<file path="config.mk">
export PLATFORM = sky130hd
export DESIGN_NAME = icache_refill
export DESIGN_NICKNAME = d
export VERILOG_FILES = /design/src/rtl/icache_pkg.sv /design/src/rtl/icache_victim_sel.sv /design/src/rtl/icache_refill.sv
export SDC_FILE = /design/constraint.sdc
export NUM_CORES = 1
export LEC_CHECK = 0
export BUFFER_PORTS_ARGS = -buffer_cell sky130_fd_sc_hd__buf_2
export CORE_AREA = 8 8 321 323
export DETAILED_ROUTE_END_ITERATION = 12
export DIE_AREA = 0 0 329 331
export GPL_TIMING_DRIVEN = 0
export HOLD_SLACK_MARGIN = 0.12
export PLACE_DENSITY_LB_ADDON = 0.25
export SLEW_MARGIN = 0
export SYNTH_ARGS = -nofsm -noshare
export SYNTH_HDL_FRONTEND = slang
export SYNTH_HIERARCHICAL = 1
export SYNTH_SLANG_ARGS = --single-unit
</file>
<file path="constraint.sdc">
create_clock -name clk -period 5.45 [get_ports clk]
set_input_delay 0.2725 -clock clk [delete_from_list [all_inputs] [get_ports clk]]
set_output_delay 0.2725 -clock clk [all_outputs]
set_load 0.01 [all_outputs]
</file>
<file path="src/rtl/icache_pkg.sv">
// ============================================================================
// Module   : icache_pkg
// Purpose  : Shared widths and refill state encoding for the icache miss path.
// Revision : 1.0
// ============================================================================
`default_nettype none

package icache_pkg;

  localparam int INDEX_W  = 6;
  localparam int TAG_W    = 44;
  localparam int OFFSET_W = 6;
  localparam int WAYS     = 8;
  localparam int WAY_W    = 3;
  localparam int BEAT_W   = 64;
  localparam int BEATS    = 8;
  localparam int LINE_W   = 512;
  localparam int PADDR_W  = 56;

  typedef enum logic [2:0] {
    ST_IDLE = 3'd0,
    ST_ADDR = 3'd1,
    ST_DATA = 3'd2,
    ST_FILL = 3'd3,
    ST_RESP = 3'd4
  } refill_state_e;

endpackage

`default_nettype wire

</file>
<file path="src/rtl/icache_victim_sel.sv">
// ============================================================================
// Module   : icache_victim_sel
// Purpose  : Victim way choice: lowest free way, else a round-robin pointer.
// Revision : 1.0
// ============================================================================
`default_nettype none

module icache_victim_sel
  import icache_pkg::*;
(
  input  logic             clk,
  input  logic             rst_n,
  input  logic             advance,
  input  logic             all_valid,
  input  logic [WAY_W-1:0] free_way,
  output logic [WAY_W-1:0] victim
);

  logic [WAY_W-1:0] r_rr_ptr;

  // Wraps naturally modulo WAYS since WAYS == 2**WAY_W.
  always_ff @(posedge clk or negedge rst_n) begin
    if (!rst_n) begin
      r_rr_ptr <= '0;
    end else if (advance) begin
      r_rr_ptr <= r_rr_ptr + WAY_W'(1);
    end
  end

  assign victim = all_valid ? r_rr_ptr : free_way;

endmodule

`default_nettype wire

</file>
<file path="src/rtl/icache_refill.sv">
// ============================================================================
// Module   : icache_refill
// Purpose  : Single-outstanding icache miss engine: line or uncached word fetch.
// Revision : 1.0
// ============================================================================
`default_nettype none

module icache_refill
  import icache_pkg::*;
(
  input  logic                clk,
  input  logic                rst_n,
  input  logic                req_valid,
  output logic                req_ready,
  input  logic [INDEX_W-1:0]  req_index,
  input  logic [TAG_W-1:0]    req_ptag,
  input  logic [OFFSET_W-1:0] req_offset,
  input  logic                req_uncache,
  input  logic                req_all_valid,
  input  logic [WAY_W-1:0]    req_free_way,
  output logic                mem_ar_valid,
  input  logic                mem_ar_ready,
  output logic [PADDR_W-1:0]  mem_ar_addr,
  output logic [7:0]          mem_ar_len,
  input  logic                mem_r_valid,
  output logic                mem_r_ready,
  input  logic [BEAT_W-1:0]   mem_r_data,
  input  logic                mem_r_last,
  output logic                refill_wr_en,
  output logic [INDEX_W-1:0]  refill_wr_index,
  output logic [WAY_W-1:0]    refill_wr_way,
  output logic [TAG_W-1:0]    refill_wr_tag,
  output logic [LINE_W-1:0]   refill_wr_data,
  output logic                resp_valid,
  input  logic                resp_ready,
  output logic [BEAT_W-1:0]   resp_data,
  output logic                resp_uncache
);

  refill_state_e       r_state;
  refill_state_e       w_next;
  logic [INDEX_W-1:0]  r_index;
  logic [TAG_W-1:0]    r_ptag;
  logic [2:0]          r_word;
  logic                r_uncache;
  logic [WAY_W-1:0]    r_way;
  logic [2:0]          r_beat_cnt;
  logic [BEAT_W-1:0]   r_line [BEATS];
  logic                w_accept;
  logic                w_advance;
  logic                w_beat;
  logic                w_last_beat;
  logic [WAY_W-1:0]    w_victim;

  assign w_accept    = (r_state == ST_IDLE) && req_valid;
  assign w_advance   = w_accept && !req_uncache && req_all_valid;
  assign w_beat      = (r_state == ST_DATA) && mem_r_valid;
  // The local beat count decides the end of a burst; mem_r_last is not trusted.
  assign w_last_beat = w_beat && (r_uncache || (r_beat_cnt == 3'(BEATS - 1)));

  icache_victim_sel u_victim_sel (
    .clk       (clk),
    .rst_n     (rst_n),
    .advance   (w_advance),
    .all_valid (req_all_valid),
    .free_way  (req_free_way),
    .victim    (w_victim)
  );

  always_ff @(posedge clk or negedge rst_n) begin
    if (!rst_n) begin
      r_state <= ST_IDLE;
    end else begin
      r_state <= w_next;
    end
  end

  always_comb begin
    w_next = r_state;
    case (r_state)
      ST_IDLE: if (req_valid)    w_next = ST_ADDR;
      ST_ADDR: if (mem_ar_ready) w_next = ST_DATA;
      ST_DATA: if (w_last_beat)  w_next = r_uncache ? ST_RESP : ST_FILL;
      ST_FILL:                   w_next = ST_RESP;
      ST_RESP: if (resp_ready)   w_next = ST_IDLE;
      default:                   w_next = ST_IDLE;
    endcase
  end

  always_comb begin
    req_ready    = (r_state == ST_IDLE);
    mem_ar_valid = (r_state == ST_ADDR);
    mem_r_ready  = (r_state == ST_DATA);
    refill_wr_en = (r_state == ST_FILL);
    resp_valid   = (r_state == ST_RESP);
    mem_ar_len   = ((r_state == ST_ADDR) && !r_uncache) ? 8'(BEATS - 1) : 8'd0;
  end

  always_ff @(posedge clk or negedge rst_n) begin
    if (!rst_n) begin
      r_index    <= '0;
      r_ptag     <= '0;
      r_word     <= '0;
      r_uncache  <= 1'b0;
      r_way      <= '0;
      r_beat_cnt <= '0;
      for (int k = 0; k < BEATS; k++) begin
        r_line[k] <= '0;
      end
    end else begin
      if (w_accept) begin
        r_index   <= req_index;
        r_ptag    <= req_ptag;
        r_word    <= req_offset[5:3];
        r_uncache <= req_uncache;
        r_way     <= w_victim;
      end
      if (w_beat) begin
        r_line[r_beat_cnt] <= mem_r_data;
        r_beat_cnt         <= w_last_beat ? 3'd0 : r_beat_cnt + 3'd1;
      end
    end
  end

  // Uncached fetches are word aligned; cached fetches are line aligned.
  assign mem_ar_addr = {r_ptag, r_index, (r_uncache ? r_word : 3'd0), 3'd0};

  assign refill_wr_index = r_index;
  assign refill_wr_way   = r_way;
  assign refill_wr_tag   = r_ptag;
  assign resp_uncache    = r_uncache;
  assign resp_data       = r_uncache ? r_line[0] : r_line[r_word];

  generate
    for (genvar k = 0; k < BEATS; k++) begin : g_line
      assign refill_wr_data[k*BEAT_W +: BEAT_W] = r_line[k];
    end
  endgenerate

endmodule

`default_nettype wire
</file>
==> run metrics, run 1 <==
Die Height=331 um; Seq pwr share=0.312; Synth Area per Inst=14.2 sq um; crit end category=output port; cells after synthesis=1,918; RSZ-0062 raised after global routing=false; vias in the first global route=21,600; IO buf count=818; post-synthesis sequential area ratio=0.533; io pins=831; Final Max Tran Viols=0; Slew @ Worst Pin=1200 ps; Crit Path Category=register to output port; Hold WS=266 ps; Synth cell types=42; most frequent cells after synthesis=615 x mux2_2, 578 x dfrtp_1, 128 x mux2i_1; sw power=8.16 mW; FILL cells=9,680; top-count cell post-synth=mux2_2; gp weighted congestion=0.806; Tmin final=4190 ps; die area=109,000 sq um; largest area contributor in the netlist=dfrtp_1; r2r startpoint=r_beat_cnt[2]; Max Fclk=239 MHz; # Post-CTS Setup Buffers=0; Final Hold Fails=0; CP dominant cell by count=clkbuf_1; Final ANT Viol Nets=0; initial antenna violation count=3; CP max FO=10; Max-slew headroom=0.200; worst-path cell chain=nand2b_1 -> clkbuf_1 -> clkbuf_1 -> o22ai_1 -> o31ai_1 -> buf_2; Leak=19.6 nW; # setup viols final=0; final period utilization=0.769; Critical Path RT=5180 ps; number of placement rows=115; Residual DRC=0; DP HPWL=86,700 um; EDFF count, synth=0; status=complete, no violations; Int Power=12.4 mW; Post-Route WL=118,000 um; Area Overhead vs Synth=35.7%; netlist area before placement=27,100 sq um; Reg clk slew, reported paths=60 ps; Top delay family on crit path=buffers and inverters; Routed WL per cell=27.5 um; Total GRT Usage=0.208; TritonCTS clock tree=done; Initial Utilization=0.278; Synth top area share=0.533; Buf/Inv on CP=3; CP Launch Type=register; largest net degree at the start of global routing=113; vias per cell=4.78; 1st-pass router iterations=5; CP arrival=3920 ps; Sw Share=0.397; Gate power share=0.448; r2r setup slk=2640 ps; clk sinks=578; CTS buffer count=72; CTS Buffer Depth=3; max_cap viols=0; Clock Skews=19.6 ps; CP max stage cell=clkbuf_1; layout cells sized above 1=0.586; nets=3,091; crit-path max cell delay=880 ps; Pwr Total=20.5 mW; H-tree depth=3; Clock Latency Late Sink=640 ps; ys async rst share=1.00; dpl cells=4,038; main flop type after synthesis=dfrtp_1; vias=20,600; power density over cell area=557 nW/um^2; top area cells in the synthesized netlist=dfrtp_1 53%, mux2_2 26%, mux2i_1 4.7%; path category of the worst min-delay check=input pin to async pin; total gr overflow=0; Critical path origin=r_word[2]; clock power share=0.240; register bit count reported by yosys=578; die width=329 um; Post-Layout Cell Count=4,299; drt initial violations=1,025; CTS Root Cell=clkbuf_16; first-pass GRT wire length=165,000 um; worst vdd ir=0.000301 V; CORE AREA=97,700 sq um; Yosys Warn Count=6
cells by family (layout without fill, tap and decap cells):
family                     count (synthesis)  count (layout)  synth area share
buffers and inverters                    199            1284            0.0440
adders and majority gates                  3               3           0.00138
muxes                                    829             829             0.346
AOI/OAI and AO/OA                        198             198            0.0547
xor gates and xnor gates                   2               2          0.000645
and+or+nand+nor                          108             108            0.0201
other                                      1              10          0.000138
DFF                                      578             578             0.533
layer usage:
layer  GRT usage  share of wire  routed length [um]  vias to the layer above
met4      0.0592          0.029                3370                        0
met2       0.354           0.49               58300                      607
met5           0              0                   0                        -
met1       0.259           0.41               48700                    10700
li1            -              -                   -                     9064
met3      0.0563          0.066                7750                      163
state kept, by name, indices dropped and copies added (netlist names):
signal and cells:
r_beat_cnt 3, r_state 3, r_word 3, refill_wr_data 512, refill_wr_index 6, refill_wr_tag 44, refill_wr_way 3, resp_uncache 1
u_victim_sel/r_rr_ptr 3
power by group through the flow:
stage / clock (mW) / sequential [mW] / combinational (mW)
floorplan: 0 / 6.72 / 4.50
global placement: 0 / 6.44 / 9.15
detailed placement: 0 / 6.46 / 9.24
CTS: 5.06 / 6.40 / 9.36
global route: 5.21 / 6.57 / 9.78
finish: 4.92 / 6.41 / 9.20
worst paths after layout:
check	to	cells after the start
max reg2reg	refill_wr_data[425]	5
max	resp_data[8]	6
min reg2reg	u_victim_sel/r_rr_ptr[2]	1
min	refill_wr_data[314]	2
min in group clk	refill_wr_tag[42]	3
max in group asynchronous	refill_wr_data[415]	5
worst register-to-register path, stage by stage, from the launching register on:
cell	delay, ps
dfrtp_1	340
clkbuf_1	410
nand2_1	180
nor3_4	830
buf_2	540
mux2_2	400
repair_timing:
action / in CTS / in global routing
hold buffers: 131 / 0
resized for setup: 0 / 0
endpoints found under the hold margin: 665 / 0
cell type report:
cell class	count	area, sq um	area share
Buffer	197	1190	0.0322
Timing Repair Buffer	957	5620	0.153
Multi-Input combinational cell	1148	11500	0.313
Tap cell	1287	1610	0.0437
Sequential cell	578	14500	0.393
Antenna cell	2	5.00	0.000136
Clock buffer	112	2260	0.0613
Clock inverter	16	171	0.00465
Inverter	2	7.51	0.000204
metrics by stage:
stage | setup TNS [ps] | area, sq um | util | setup slack (ps)
after detailed placement | 0 | 33100 | 0.339 | 1760
after global routing | 0 | 36800 | 0.377 | 1090
final | 0 | 36800 | 0.377 | 1260
after global placement | -5133650 | 32900 | 0.337 | -9040
after floorplan | 0 | 27200 | - | 3250
after CTS | 0 | 36800 | 0.377 | 1040
placed cells by master, fill, tap and decap left out, types with 3 or more instances in the layout:
| master | count |
|---|---|
| clkbuf_1 | 64 |
| and2_1 | 4 |
| dlygate4sd3_1 | 131 |
| nand2_1 | 72 |
| mux2_2 | 615 |
| clkbuf_8 | 20 |
| nor2_1 | 6 |
| a22o_1 | 64 |
| nand4b_1 | 3 |
| dfrtp_1 | 578 |
| mux2_4 | 60 |
| nand2b_1 | 4 |
| buf_1 | 3 |
| o31ai_1 | 64 |
| o22ai_1 | 64 |
| buf_16 | 7 |
| ha_1 | 3 |
| mux2_1 | 26 |
| buf_2 | 874 |
| mux2i_1 | 128 |
| buf_6 | 14 |
| inv_6 | 3 |
| buf_4 | 74 |
| conb_1 | 8 |
| clkinv_2 | 8 |
| clkbuf_16 | 77 |
| bufinv_16 | 3 |
Power figures use the tool's default switching activity.
==> inputs of run 2 (changes only) <==
- ABC_AREA: not set -> 1
- CORE_AREA: 8 8 321 323 -> 8 8 317 319
- DIE_AREA: 0 0 329 331 -> 0 0 325 327
- clock period: 5.45 -> 3.5 ns (I/O delays scaled with it)
==> run 2 against run 1 <==
Sequential cell count stayed put. Routed wire length is 25% higher. Global-route usage increased by 5.8 points. Critical path type unchanged. Largest cell class unchanged. Highest routed layer unchanged.
==> run metrics, run 2 <==
1st-pass router iterations=6; crit end category=output port; layout cells sized above 1=0.227; Met3 Routed Length=12,800 um; vias in the first global route=29,800; DP Area=34,100 sq um; path category of the worst min-delay check=input pin to async pin; initial antenna violation count=3; Synth cell types=25; largest net degree at the start of global routing=114; Max-slew headroom=0.302; largest area contributor in the netlist=dfrtp_1; worst vdd ir=0.000480 V; Synth top area share=0.513; register bit count reported by yosys=578; main flop type after synthesis=dfrtp_1; routed wl met2=69,700 um; top-count cell post-synth=nand2_1; Final ANT Viol Nets=0; CTS Buffer Depth=3; Area Overhead vs Synth=34.4%; gp weighted congestion=0.945; Final Hold Fails=0; top area cells in the synthesized netlist=dfrtp_1 51%, nand2_1 19%, nand3_1 7.9%; Met1 Wirelength=58,300 um; die area=106,000 sq um; CP Launch Type=register; most frequent cells after synthesis=1,416 x nand2_1, 578 x dfrtp_1, 471 x inv_1; ys async rst share=1.00; CTS Root Cell=clkbuf_16; Pwr Total=40.1 mW; most common cell after layout, fill and taps aside=nand2_1; die width=325 um; Max Fclk=302 MHz; number of placement rows=114; final period utilization=0.946; netlist area before placement=28,200 sq um; Post-Route WL=147,000 um; Crit Path Category=register to output port; Post-Place Worst Slack=-72.4 ps; Clock Latency Late Sink=640 ps; IO buf count=817; Yosys Warn Count=6; CORE AREA=95,700 sq um; total gr overflow=0; post-synthesis sequential area ratio=0.513; max FFs per register=512; Leak=20.6 nW; nets=4,945; status=complete, no violations; Tmin final=3310 ps; CTS buffer count=73; drt initial violations=2,861; Die Height=327 um; CP max FO=10; io pins=831; power density over cell area=1060 nW/um^2; Clock Skews=19.0 ps; Reg clk slew, reported paths=50 ps; max_cap viols=0; Slew @ Worst Pin=1050 ps; first-pass GRT wire length=210,000 um; Initial Utilization=0.295; Max Used Layer=met4; DP HPWL=109,000 um; RSZ-0062 raised after global routing=false; most frequent cells in the layout=1,416 x nand2_1, 877 x buf_2, 578 x dfrtp_1; clk sinks=578; Non-Filler Cell Area, Final=37,900 sq um; vias=29,900; H-tree depth=3; Final Max Tran Viols=0; vias per cell=4.87; Critical Path RT=3320 ps; Synth Area per Inst=7.47 sq um; Residual DRC=0; TritonCTS clock tree=done; Total GRT Usage=0.266; # setup viols final=0; CP arrival=3140 ps; Final WS setup=187 ps; EDFF count, synth=0; cells after synthesis=3,777; Routed WL per cell=24.0 um
-- run 2: changes by cell type after synthesis, sizes merged, moves of 14 or more --
cell | previous run | this run
inv | 2 | 474
nand3 | 3 | 444
clkbuf | 50 | 135
buf | 147 | 169
mux2 | 701 | 0
o21ai | 0 | 517
a22o | 64 | 0
mux2i | 128 | 0
o31ai | 64 | 0
o22ai | 64 | 0
nor2 | 7 | 21
nand2 | 72 | 1420
-- run 2: repair_timing --
action | in CTS | in global routing
setup buffers | 0 | 0
hold buffers | 131 | 0
resized for setup | 8 | 15
hold endpoints to repair | 846 | 0
setup endpoints to repair | 46 | 36
-- run 2: layer usage --
metal / global-route usage / vias up
li1: - / 13800
met1: 0.318 / 14500
met2: 0.446 / 1309
met3: 0.0796 / 297
met4: 0.108 / 0
met5: 0 / -
-- run 2: per-stage QoR --
step,hold slack (ps),cells,TNS (ps),utilization
6_report,178,6140,0,0.396
5_1_grt,183,6139,0,0.396
4_1_cts,144,6138,0,0.396
3_5_place_dp,163,5882,-368,0.356
3_3_place_gp,410,5877,-6093600,0.354
2_1_floorplan,-121,3784,0,-
-- run 2: cells by family (layout without fill, tap and decap cells) --
family | after synthesis | in the layout | synth area share
AOI/OAI and AO/OA | 524 | 524 | 0.0930
xor gates and xnor gates | 1 | 1 | 0.000311
adders and majority gates | 3 | 3 | 0.00133
buffers and inverters | 779 | 1857 | 0.119
DFF | 578 | 578 | 0.513
other | 1 | 10 | 0.000133
and+or+nand+nor | 1891 | 1891 | 0.273
-- run 2: worst paths after layout --
path | to | from | cells past startpoint | slack (ps)
worst max-delay path | resp_data[56] | r_word[0] | 9 | 190
worst min-delay path | refill_wr_data[466] | rst_n | 3 | 180
worst max register to register | r_state[2] | resp_uncache | 6 | 800
worst min register to register | refill_wr_way[2] | refill_wr_way[2] | 2 | 470
max in group asynchronous | refill_wr_data[175] | rst_n | 5 | 1750
min in group clk | refill_wr_tag[1] | req_ptag[1] | 4 | 320
-- run 2: critical path, cell delays in order, from the launching register on --
cell and delay, ps:
dfrtp_1 320, buf_2 190, buf_2 550, clkbuf_1 650, nand2_1 110, nand3_1 150
nand3_1 160, nand3_1 150, nand2_1 60, buf_2 170
-- run 2: final cells by class --
type                       instances  area (sq um)
fill                           10200         57800
buffer                           302          1600
tap                             1276          1600
sequential                       578         14500
timing repair buffer             953          5570
multi-input combinational       2427         10400
inverter                         475          1780
clock inverter                    27           390
antenna                            2          5.00
clock buffer                     100          2100
-- run 2: report_power, final --
group | switching (mW) | leakage [nW] | internal, mW
Sequential | 2.93 | 7.66 | 9.68
Combinational | 12.8 | 11.7 | 6.69
Clock | 3.15 | 1.21 | 4.86
Total | 18.9 | 20.6 | 21.2
